--- src/rtl/ysyx_22041211_mem_arbiter_if.sv ---
// Bundle of IFU, LSU and shared-SRAM signals around the memory arbiter.
// The arbiter serves the requesters and drives the SRAM, so it uses the
// slave view; the surrounding core/SRAM (or a testbench) uses the master view.
interface ysyx_22041211_mem_arbiter_if #(
    parameter int ADDR_LEN = 32,
    parameter int DATA_LEN = 32
);
    // IFU side
    logic                ifu_req_valid;
    logic [ADDR_LEN-1:0] ifu_addr;
    logic                ifu_req_ready;
    logic                ifu_rvalid;
    logic [DATA_LEN-1:0] ifu_rdata;
    // LSU side
    logic                lsu_req_valid;
    logic                lsu_wen;
    logic [ADDR_LEN-1:0] lsu_addr;
    logic [DATA_LEN-1:0] lsu_wdata;
    logic [7:0]          lsu_wmask;
    logic [7:0]          lsu_rmask;
    logic                lsu_req_ready;
    logic                lsu_rvalid;
    logic [DATA_LEN-1:0] lsu_rdata;
    // shared SRAM side
    logic                mem_req_valid;
    logic                mem_req_ready;
    logic                mem_wen;
    logic [ADDR_LEN-1:0] mem_addr;
    logic [DATA_LEN-1:0] mem_wdata;
    logic [7:0]          mem_wmask;
    logic [7:0]          mem_rmask;
    logic                mem_rvalid;
    logic [DATA_LEN-1:0] mem_rdata;

    modport slave (
        input  ifu_req_valid, ifu_addr,
        output ifu_req_ready, ifu_rvalid, ifu_rdata,
        input  lsu_req_valid, lsu_wen, lsu_addr, lsu_wdata, lsu_wmask, lsu_rmask,
        output lsu_req_ready, lsu_rvalid, lsu_rdata,
        output mem_req_valid, mem_wen, mem_addr, mem_wdata, mem_wmask, mem_rmask,
        input  mem_req_ready, mem_rvalid, mem_rdata
    );

    modport master (
        output ifu_req_valid, ifu_addr,
        input  ifu_req_ready, ifu_rvalid, ifu_rdata,
        output lsu_req_valid, lsu_wen, lsu_addr, lsu_wdata, lsu_wmask, lsu_rmask,
        input  lsu_req_ready, lsu_rvalid, lsu_rdata,
        input  mem_req_valid, mem_wen, mem_addr, mem_wdata, mem_wmask, mem_rmask,
        output mem_req_ready, mem_rvalid, mem_rdata
    );
endinterface

--- src/rtl/ysyx_22041211_mem_arbiter.sv ---
// Two-requester (IFU/LSU) arbiter for one shared SRAM port.
// Exactly one transaction is in flight: IDLE grants, ISSUE presents the
// latched request until the SRAM accepts it, WAIT_RESP routes the single
// response back to the owner. Ties are broken round-robin via last_grant.
module ysyx_22041211_mem_arbiter #(
    parameter int ADDR_LEN = 32,
    parameter int DATA_LEN = 32
) (
    input  logic                      clk,
    input  logic                      rst,
    ysyx_22041211_mem_arbiter_if.slave bus
);

    typedef enum logic [1:0] {
        S_IDLE      = 2'd0,
        S_ISSUE     = 2'd1,
        S_WAIT_RESP = 2'd2
    } state_e;

    state_e              state_q, state_d;
    logic                owner_q, owner_d;             // 0 = IFU, 1 = LSU
    logic                last_grant_q, last_grant_d;
    logic                mem_wen_q, mem_wen_d;
    logic [ADDR_LEN-1:0] mem_addr_q, mem_addr_d;
    logic [DATA_LEN-1:0] mem_wdata_q, mem_wdata_d;
    logic [7:0]          mem_wmask_q, mem_wmask_d;
    logic [7:0]          mem_rmask_q, mem_rmask_d;

    logic                grant_any;
    logic                grant_lsu;
    logic                ifu_req_ready;
    logic                lsu_req_ready;
    logic                mem_req_valid;
    logic                resp_fire;
    logic [1:0]          rsp_valid;
    logic [DATA_LEN-1:0] rsp_data [2];

    // LSU wins if it is alone, or on a tie when the IFU was granted last.
    assign grant_any = bus.ifu_req_valid | bus.lsu_req_valid;
    assign grant_lsu = bus.lsu_req_valid & (~bus.ifu_req_valid | ~last_grant_q);

    // Next-state, grant handshake and request-field capture.
    always_comb begin
        state_d       = state_q;
        owner_d       = owner_q;
        last_grant_d  = last_grant_q;
        mem_wen_d     = mem_wen_q;
        mem_addr_d    = mem_addr_q;
        mem_wdata_d   = mem_wdata_q;
        mem_wmask_d   = mem_wmask_q;
        mem_rmask_d   = mem_rmask_q;
        ifu_req_ready = 1'b0;
        lsu_req_ready = 1'b0;
        mem_req_valid = 1'b0;
        case (state_q)
            S_IDLE: begin
                if (grant_any) begin
                    owner_d      = grant_lsu;
                    last_grant_d = grant_lsu;
                    state_d      = S_ISSUE;
                    if (grant_lsu) begin
                        lsu_req_ready = 1'b1;
                        mem_wen_d     = bus.lsu_wen;
                        mem_addr_d    = bus.lsu_addr;
                        mem_wdata_d   = bus.lsu_wdata;
                        mem_wmask_d   = bus.lsu_wmask;
                        mem_rmask_d   = bus.lsu_rmask;
                    end else begin
                        // Instruction fetch is always a 32-bit read.
                        ifu_req_ready = 1'b1;
                        mem_wen_d     = 1'b0;
                        mem_addr_d    = bus.ifu_addr;
                        mem_wdata_d   = '0;
                        mem_wmask_d   = 8'h00;
                        mem_rmask_d   = 8'h0F;
                    end
                end
            end
            S_ISSUE: begin
                mem_req_valid = 1'b1;
                if (bus.mem_req_ready) begin
                    state_d = S_WAIT_RESP;
                end
            end
            S_WAIT_RESP: begin
                if (bus.mem_rvalid) begin
                    state_d = S_IDLE;
                end
            end
            default: begin
                state_d = S_IDLE;
            end
        endcase
        // No handshake is visible while reset is held.
        if (rst) begin
            ifu_req_ready = 1'b0;
            lsu_req_ready = 1'b0;
            mem_req_valid = 1'b0;
        end
    end

    // State, ownership and latched request registers.
    always_ff @(posedge clk) begin
        if (rst) begin
            state_q      <= S_IDLE;
            owner_q      <= 1'b0;
            last_grant_q <= 1'b0;
            mem_wen_q    <= 1'b0;
            mem_addr_q   <= '0;
            mem_wdata_q  <= '0;
            mem_wmask_q  <= 8'h00;
            mem_rmask_q  <= 8'h00;
        end else begin
            state_q      <= state_d;
            owner_q      <= owner_d;
            last_grant_q <= last_grant_d;
            mem_wen_q    <= mem_wen_d;
            mem_addr_q   <= mem_addr_d;
            mem_wdata_q  <= mem_wdata_d;
            mem_wmask_q  <= mem_wmask_d;
            mem_rmask_q  <= mem_rmask_d;
        end
    end

    // A response is only meaningful while waiting; stray ones are dropped.
    assign resp_fire = ~rst & (state_q == S_WAIT_RESP) & bus.mem_rvalid;

    // Steer the response to its owner; the other requester sees zeros.
    generate
        for (genvar gi = 0; gi < 2; gi++) begin : g_rsp
            assign rsp_valid[gi] = resp_fire & (owner_q == 1'(gi));
            assign rsp_data[gi]  = rsp_valid[gi] ? bus.mem_rdata : '0;
        end
    endgenerate

    assign bus.ifu_req_ready = ifu_req_ready;
    assign bus.lsu_req_ready = lsu_req_ready;
    assign bus.ifu_rvalid    = rsp_valid[0];
    assign bus.ifu_rdata     = rsp_data[0];
    assign bus.lsu_rvalid    = rsp_valid[1];
    assign bus.lsu_rdata     = rsp_data[1];
    assign bus.mem_req_valid = mem_req_valid;
    assign bus.mem_wen       = mem_wen_q;
    assign bus.mem_addr      = mem_addr_q;
    assign bus.mem_wdata     = mem_wdata_q;
    assign bus.mem_wmask     = mem_wmask_q;
    assign bus.mem_rmask     = mem_rmask_q;

endmodule

--- src/flat_wrapper.sv ---
// flat-port wrapper written by rule: the top's interface ports become plain ports
module ysyx_22041211_mem_arbiter_flat 
#(
    parameter int ADDR_LEN = 32,
    parameter int DATA_LEN = 32
)
  (clk, rst, bus_ifu_req_valid, bus_ifu_addr, bus_ifu_req_ready, bus_ifu_rvalid, bus_ifu_rdata, bus_lsu_req_valid, bus_lsu_wen, bus_lsu_addr, bus_lsu_wdata, bus_lsu_wmask, bus_lsu_rmask, bus_lsu_req_ready, bus_lsu_rvalid, bus_lsu_rdata, bus_mem_req_valid, bus_mem_wen, bus_mem_addr, bus_mem_wdata, bus_mem_wmask, bus_mem_rmask, bus_mem_req_ready, bus_mem_rvalid, bus_mem_rdata);
  ysyx_22041211_mem_arbiter_if #(.ADDR_LEN(ADDR_LEN), .DATA_LEN(DATA_LEN)) bus_i ();
  input  logic clk;
  input  logic rst;
  input wire logic [$bits(bus_i.ifu_req_valid)-1:0] bus_ifu_req_valid;
  input wire logic [$bits(bus_i.ifu_addr)-1:0] bus_ifu_addr;
  output wire logic [$bits(bus_i.ifu_req_ready)-1:0] bus_ifu_req_ready;
  output wire logic [$bits(bus_i.ifu_rvalid)-1:0] bus_ifu_rvalid;
  output wire logic [$bits(bus_i.ifu_rdata)-1:0] bus_ifu_rdata;
  input wire logic [$bits(bus_i.lsu_req_valid)-1:0] bus_lsu_req_valid;
  input wire logic [$bits(bus_i.lsu_wen)-1:0] bus_lsu_wen;
  input wire logic [$bits(bus_i.lsu_addr)-1:0] bus_lsu_addr;
  input wire logic [$bits(bus_i.lsu_wdata)-1:0] bus_lsu_wdata;
  input wire logic [$bits(bus_i.lsu_wmask)-1:0] bus_lsu_wmask;
  input wire logic [$bits(bus_i.lsu_rmask)-1:0] bus_lsu_rmask;
  output wire logic [$bits(bus_i.lsu_req_ready)-1:0] bus_lsu_req_ready;
  output wire logic [$bits(bus_i.lsu_rvalid)-1:0] bus_lsu_rvalid;
  output wire logic [$bits(bus_i.lsu_rdata)-1:0] bus_lsu_rdata;
  output wire logic [$bits(bus_i.mem_req_valid)-1:0] bus_mem_req_valid;
  output wire logic [$bits(bus_i.mem_wen)-1:0] bus_mem_wen;
  output wire logic [$bits(bus_i.mem_addr)-1:0] bus_mem_addr;
  output wire logic [$bits(bus_i.mem_wdata)-1:0] bus_mem_wdata;
  output wire logic [$bits(bus_i.mem_wmask)-1:0] bus_mem_wmask;
  output wire logic [$bits(bus_i.mem_rmask)-1:0] bus_mem_rmask;
  input wire logic [$bits(bus_i.mem_req_ready)-1:0] bus_mem_req_ready;
  input wire logic [$bits(bus_i.mem_rvalid)-1:0] bus_mem_rvalid;
  input wire logic [$bits(bus_i.mem_rdata)-1:0] bus_mem_rdata;
  assign bus_i.ifu_req_valid = bus_ifu_req_valid;
  assign bus_i.ifu_addr = bus_ifu_addr;
  assign bus_ifu_req_ready = bus_i.ifu_req_ready;
  assign bus_ifu_rvalid = bus_i.ifu_rvalid;
  assign bus_ifu_rdata = bus_i.ifu_rdata;
  assign bus_i.lsu_req_valid = bus_lsu_req_valid;
  assign bus_i.lsu_wen = bus_lsu_wen;
  assign bus_i.lsu_addr = bus_lsu_addr;
  assign bus_i.lsu_wdata = bus_lsu_wdata;
  assign bus_i.lsu_wmask = bus_lsu_wmask;
  assign bus_i.lsu_rmask = bus_lsu_rmask;
  assign bus_lsu_req_ready = bus_i.lsu_req_ready;
  assign bus_lsu_rvalid = bus_i.lsu_rvalid;
  assign bus_lsu_rdata = bus_i.lsu_rdata;
  assign bus_mem_req_valid = bus_i.mem_req_valid;
  assign bus_mem_wen = bus_i.mem_wen;
  assign bus_mem_addr = bus_i.mem_addr;
  assign bus_mem_wdata = bus_i.mem_wdata;
  assign bus_mem_wmask = bus_i.mem_wmask;
  assign bus_mem_rmask = bus_i.mem_rmask;
  assign bus_i.mem_req_ready = bus_mem_req_ready;
  assign bus_i.mem_rvalid = bus_mem_rvalid;
  assign bus_i.mem_rdata = bus_mem_rdata;
  ysyx_22041211_mem_arbiter #(.ADDR_LEN(ADDR_LEN), .DATA_LEN(DATA_LEN)) u_core (.clk(clk), .rst(rst), .bus(bus_i));
endmodule
--- config.mk ---
export PLATFORM = sky130hd
export DESIGN_NAME = ysyx_22041211_mem_arbiter_flat
export DESIGN_NICKNAME = d
export VERILOG_FILES = /design/src/rtl/ysyx_22041211_mem_arbiter_if.sv /design/src/rtl/ysyx_22041211_mem_arbiter.sv /design/src/flat_wrapper.sv
export SDC_FILE = /design/constraint.sdc
export NUM_CORES = 1
export LEC_CHECK = 0
export ABC_AREA = 1
export CORE_AREA = 2 2 117 119
export CTS_CLUSTER_SIZE = 16
export DETAILED_ROUTE_END_ITERATION = 16
export DIE_AREA = 0 0 119 121
export GPL_TIMING_DRIVEN = 0
export MAX_ROUTING_LAYER = met4
export PLACE_DENSITY = 0.79
export SLEW_MARGIN = 30
export SYNTH_ARGS = -nofsm -noshare
export SYNTH_HDL_FRONTEND = slang
export SYNTH_SLANG_ARGS = --single-unit
--- constraint.sdc ---
create_clock -name clk -period 1.7 [get_ports clk]
set_clock_uncertainty 0.1 [all_clocks]
set_input_delay 0.17 -clock clk [delete_from_list [all_inputs] [get_ports clk]]
set_output_delay 0.17 -clock clk [all_outputs]
set_load 0.05 [all_outputs]
# --- After elaboration in Yosys (flattened, before gate mapping) ---
# Index checks and enable logic that the tools add are counted.
totals:
  word_cells: 46
  output_inout_bits: 150
  inputBits: 151
  regBits: 84
classes:
  n_bitwise: 10
  n_eq_ne: 5
  reduce_logical: 3
  mux: 21
ops:
  columns: ["operator", "n"]
  rows:
  - ["2-to-1 mux 32 bit", 4]
  - ["2-to-1 mux 8 bit", 2]
  - ["2-to-1 mux 1 bit", 11]
  - ["2-to-1 mux 2 bit", 3]
  - ["case mux 2 bit (3 select lines)", 1]
  - ["AND 1 bit", 5]
  - ["inequality test 2 bit, second input constant", 2]
  - ["inverter 1 bit", 3]
  - ["AND reduction 3 bit", 1]
  - ["equality test 2 x 1 -> 1 bit, second input constant", 1]
  - ["equality test 2 bit, second input constant", 1]
  - ["logical NOT 2 bit", 1]
  - ["inequality test 2 x 1 -> 1 bit, second input constant", 1]
  - ["OR 1 bit", 2]
  - ["AND reduction 2 bit", 1]

# --- Longest topological paths before layout ---
depth:
  word_depth: 7
  depth_mapped: 9
  ltp_nobuf: 7

# --- Worst setup path after synthesis ---
# Ideal clock, no wire load.
synth_path:
  path_kind: "register to output"
  startpoint: "reg u_core.owner_q (netlist name)"
  endpoint: "out bus_ifu_req_ready"
  path_slack_ns: -0.460
  arrival_ns: 1.890
  path_stages_with_launch: 6
  required_ns: 1.430
  n_path_buf: 1
  path_cell_list: "dfxtp_1 nand2_1 nand2_2 inv_2 buf_2 nor3_1"
synth_lines:
  columns: ["item", "line", "text"]
  rows:
  - ["end: declaration", "flat_wrapper.sv:13", "output wire logic [$bits(bus_i.ifu_req_ready)-1:0] bus_ifu_req_ready;"]

# --- Final worst setup path ---
layout_path:
  startpoint: "reg u_core.state_q[1]"
  endpoint: "out bus_lsu_rdata[29]"
layout_via:
  elab_chain_cells: 5
layout_lines:
  columns: ["item", "line", "text"]
  rows:
  - ["start: declaration", "ysyx_22041211_mem_arbiter.sv:20", "state_e state_q, state_d;"]
  - ["start signal: assignment", "ysyx_22041211_mem_arbiter.sv:114", "state_q <= state_d;"]
  - ["equality test 2 bit", "ysyx_22041211_mem_arbiter.sv:126", "assign resp_fire = ~rst & (state_q == S_WAIT_RESP) & bus.mem_rvalid;"]
  - ["AND 1 bit (2 in series)", "ysyx_22041211_mem_arbiter.sv:126", null]
  - ["AND 1 bit", "ysyx_22041211_mem_arbiter.sv:131", "assign rsp_valid[gi] = resp_fire & (owner_q == 1'(gi));"]
  - ["2-to-1 mux 32 bit", "ysyx_22041211_mem_arbiter.sv:132", "assign rsp_data[gi] = rsp_valid[gi] ? bus.mem_rdata : '0;"]
  - ["end: declaration", "flat_wrapper.sv:24", "output wire logic [$bits(bus_i.lsu_rdata)-1:0] bus_lsu_rdata;"]
# No other way between the ends.

==> out/summary.txt <==
Count of different cell masters after synthesis - 20
Reg clk slew, reported paths - 70 ps
Core ar. - 13100 sq um
First-pass GRT wire length - 26.8 mm
CTS Hold Bufs - 0
Detailed Place HPWL - 11.9 mm
CP bufs+invs - 4
Peak VDD IR - 997 uV
Max_cap viols - 0
Peak fanout along the critical path - 5
Fillers - 1078
Worst slew margin relative to its limit - 0.598
Int Power - 4.05 mW
Vias per inst - 4.54
R2r startpoint - u_core.state_q[1]
Synth Area in Compound Gates - 0.0168
Hold Crit Class - in2reg
Worst path max stage delay - 340 ps
Hold path depth - 3
Layout area overhead - 123%
Pins Over Slew Limit - 0
Number of global-route vias before repair - 5028
# rows - 42
Pin count of the biggest net entering global routing - 17
CTS sink cnt - 84
Slowest CP cell - dfxtp_2
WS Path Type - reg2out
Wire per inst - 16.7 um
Comb power frac - 0.323
Clk Latency, worst-skew pair - 350 ps
Type of element launching the critical path - register
Part of the power in registers - 0.353
Syn Nets - 736
Vert. Die Dim - 121 um
Min-delay src - bus_lsu_wmask[6]
Largest family of logic cells by synthesized area - simple AND/OR/NAND/NOR gates
Total routed wirelength - 18.6 mm
Synth warn - 0
Seq/Total Area, Yosys - 0.443
Die Area - 14400 sq um
Most common cell after layout, fill and taps aside - nand2_1
Power per cell area - 747 nW/um^2
Htree depth - 3
Total negative slack - -12930 ps
XOR/XNOR Fraction of Synth Area - 0
Vias - 5053
Worst-margin pin slew - 605 ps
DR pass1 iterations - 4
Initial antenna violation count - 1
CTS Buf Count - 9
Fin nets - 1083
Simple-gate share of the synthesized area - 0.452
Final Hold Fails - 0
Final Worst Setup Slack - -276 ps
Status - complete, but fails checks
Critical-path cell list - inv_2 -> nor2_4 -> nand4_1 -> buf_6 -> clkbuf_8 -> nor2_4 -> buf_6
GP Congestion - 0.822
Peak Freq - 506 MHz
Unrepaired setup endpoints after global routing - yes
Hold EP - u_core.bus.mem_wmask[6]
Cells after Synth - 585
GRT Util Overall - 0.247
Final ANT Viol Nets - 0
Crit path required time - 1430 ps
Initial Util - 0.290
Clock share of power - 0.324
Layout cell share with drive strength beyond 1 - 0.241
Psw - 2.26 mW
Mean Syn Cell Area - 6.49 sq um
DRT iter0 DRCs - 267
Kind of cell adding the most delay to the critical path - buffers and inverters
# setup viols final - 68
Crit end category - output port
Clk buf depth - 2
Total leakage power - 4.21 nW
R2R Setup Slk - 100 ps
Net Sw Frac - 0.358
Failing checks - setup timing
Port-buffer cells - 300
Synth Register Bits - 84
Commonest non-fill, non-tap cells in the layout - nand2_1, clkdlybuf4s50_1, nand3_1
RR Endpoint - u_core.bus.mem_addr[3]
Synthesized cell area - 3800 sq um
Clk root buf - clkbuf_16
Tcrit/Tclk final - 1.16
I/O pin count - 301
Pre-CTS setup slack - -1190 ps
R2R depth - 8
Minimum clock period - 1980 ps
Critical path arrival - 1710 ps
CTS tree - done
Synth Area in Adders - 0
Grt total ovfl - 0
Post-synthesis mux area share - 0
Die width - 119 um
# DRC - 0
[how the worst max path moves through the flow]
stage | startpoint | endpoint | slack (ps) | cells past startpoint
after global placement | bus_lsu_req_valid | bus_ifu_req_ready | -1210 | 5
after CTS | u_core.state_q[0] | bus_lsu_rdata[17] | -220 | 6
final | u_core.state_q[1] | bus_lsu_rdata[29] | -280 | 7
after detailed placement | bus_lsu_req_valid | bus_ifu_req_ready | -1190 | 5
after floorplan | u_core.state_q[1] | bus_ifu_rdata[14] | -200 | 5
after global routing | u_core.state_q[1] | bus_ifu_rdata[24] | -310 | 7
[registers in the layout, indices dropped and copies added (netlist names)]
signal                flops
u_core.bus.mem_addr      32
u_core.bus.mem_rmask      8
u_core.bus.mem_wdata     32
u_core.bus.mem_wen        1
u_core.bus.mem_wmask      8
u_core.owner_q            1
u_core.state_q            2
[power by group through the flow]
stage,combinational (mW),sequential [mW],clock (mW)
after floorplan,0.513,2.83,0
after global placement,1.94,2.27,0
after detailed placement,1.94,2.27,0
after CTS,1.96,2.23,2.11
after global routing,2.17,2.25,2.18
final,2.04,2.23,2.05
[synth_stat cells]
cell | count | share of area
nand3_1 | 106 | 0.14
nand3b_1 | 1 | 0.0020
inv_2 | 2 | 0.0020
nand4_1 | 2 | 0.0033
nand2_2 | 2 | 0.0033
dfxtp_1 | 84 | 0.44
nor2_1 | 73 | 0.072
nor3_1 | 2 | 0.0026
o21ai_1 | 4 | 0.0053
buf_2 | 8 | 0.011
nand2_1 | 221 | 0.22
buf_4 | 8 | 0.016
nor2_4 | 1 | 0.0030
clkbuf_1 | 21 | 0.021
buf_1 | 1 | 0.00099
nor2_2 | 1 | 0.0016
nor2_8 | 1 | 0.0053
inv_1 | 39 | 0.039
o21ai_2 | 1 | 0.0023
a21oi_1 | 7 | 0.0092
[tightest hold or removal path, cell delays in order]
cell and delay (ps):
clkdlybuf4s50_1 390, nand2_1 60, nand2_1 40
[metrics by stage]
| step | utilization | power, mW | hold slack, ps | instances | instance area, sq um |
|---|---|---|---|---|---|
| floorplan | - | 3.35 | 173 | 585 | 3800 |
| global placement | 0.537 | 4.20 | 357 | 1061 | 7020 |
| detailed placement | 0.537 | 4.22 | 360 | 1061 | 7020 |
| CTS | 0.622 | 6.29 | 236 | 1097 | 8130 |
| global route | 0.646 | 6.59 | 256 | 1114 | 8460 |
| finish | 0.646 | 6.31 | 248 | 1114 | 8460 |
[per-layer routing]
metal / up-vias / wire, um / GRT usage
li1: 2519 / - / -
met1: 2274 / 7300 / 0.277
met2: 220 / 9340 / 0.420
met3: 40 / 1370 / 0.0710
met4: 0 / 596 / 0.0930
met5: - / 0 / -
[cell type report]
type / count / area [sq um] / area share
clock buffers: 9 / 225 / 0.0266
plain buffers: 38 / 357 / 0.0422
repair buffers: 336 / 3420 / 0.404
flip-flops and latches: 84 / 1690 / 0.200
inverters: 41 / 156 / 0.0185
diodes: 1 / 2.50 / 0.000296
clock inverters: 7 / 81.3 / 0.00962
well taps: 176 / 220 / 0.0260
multi-input cells: 422 / 2300 / 0.272
[what timing repair did]
item                       4_1_cts  5_1_grt
pin swaps                        4        7
buffers inserted                13       16
setup endpoints to repair      226       97
gates cloned                     7        0
gates resized for setup        727       59
[logic make-up (layout without fill, tap and decap cells)]
| logic type | Yosys count | count (layout) |
|---|---|---|
| AND/OR/NAND/NOR | 410 | 410 |
| other | 0 | 1 |
| flip-flops | 84 | 84 |
| AO/OA/AOI/OAI | 12 | 12 |
| buffers and inverters | 79 | 431 |
No activity file was read; power rests on OpenSTA's default activity.
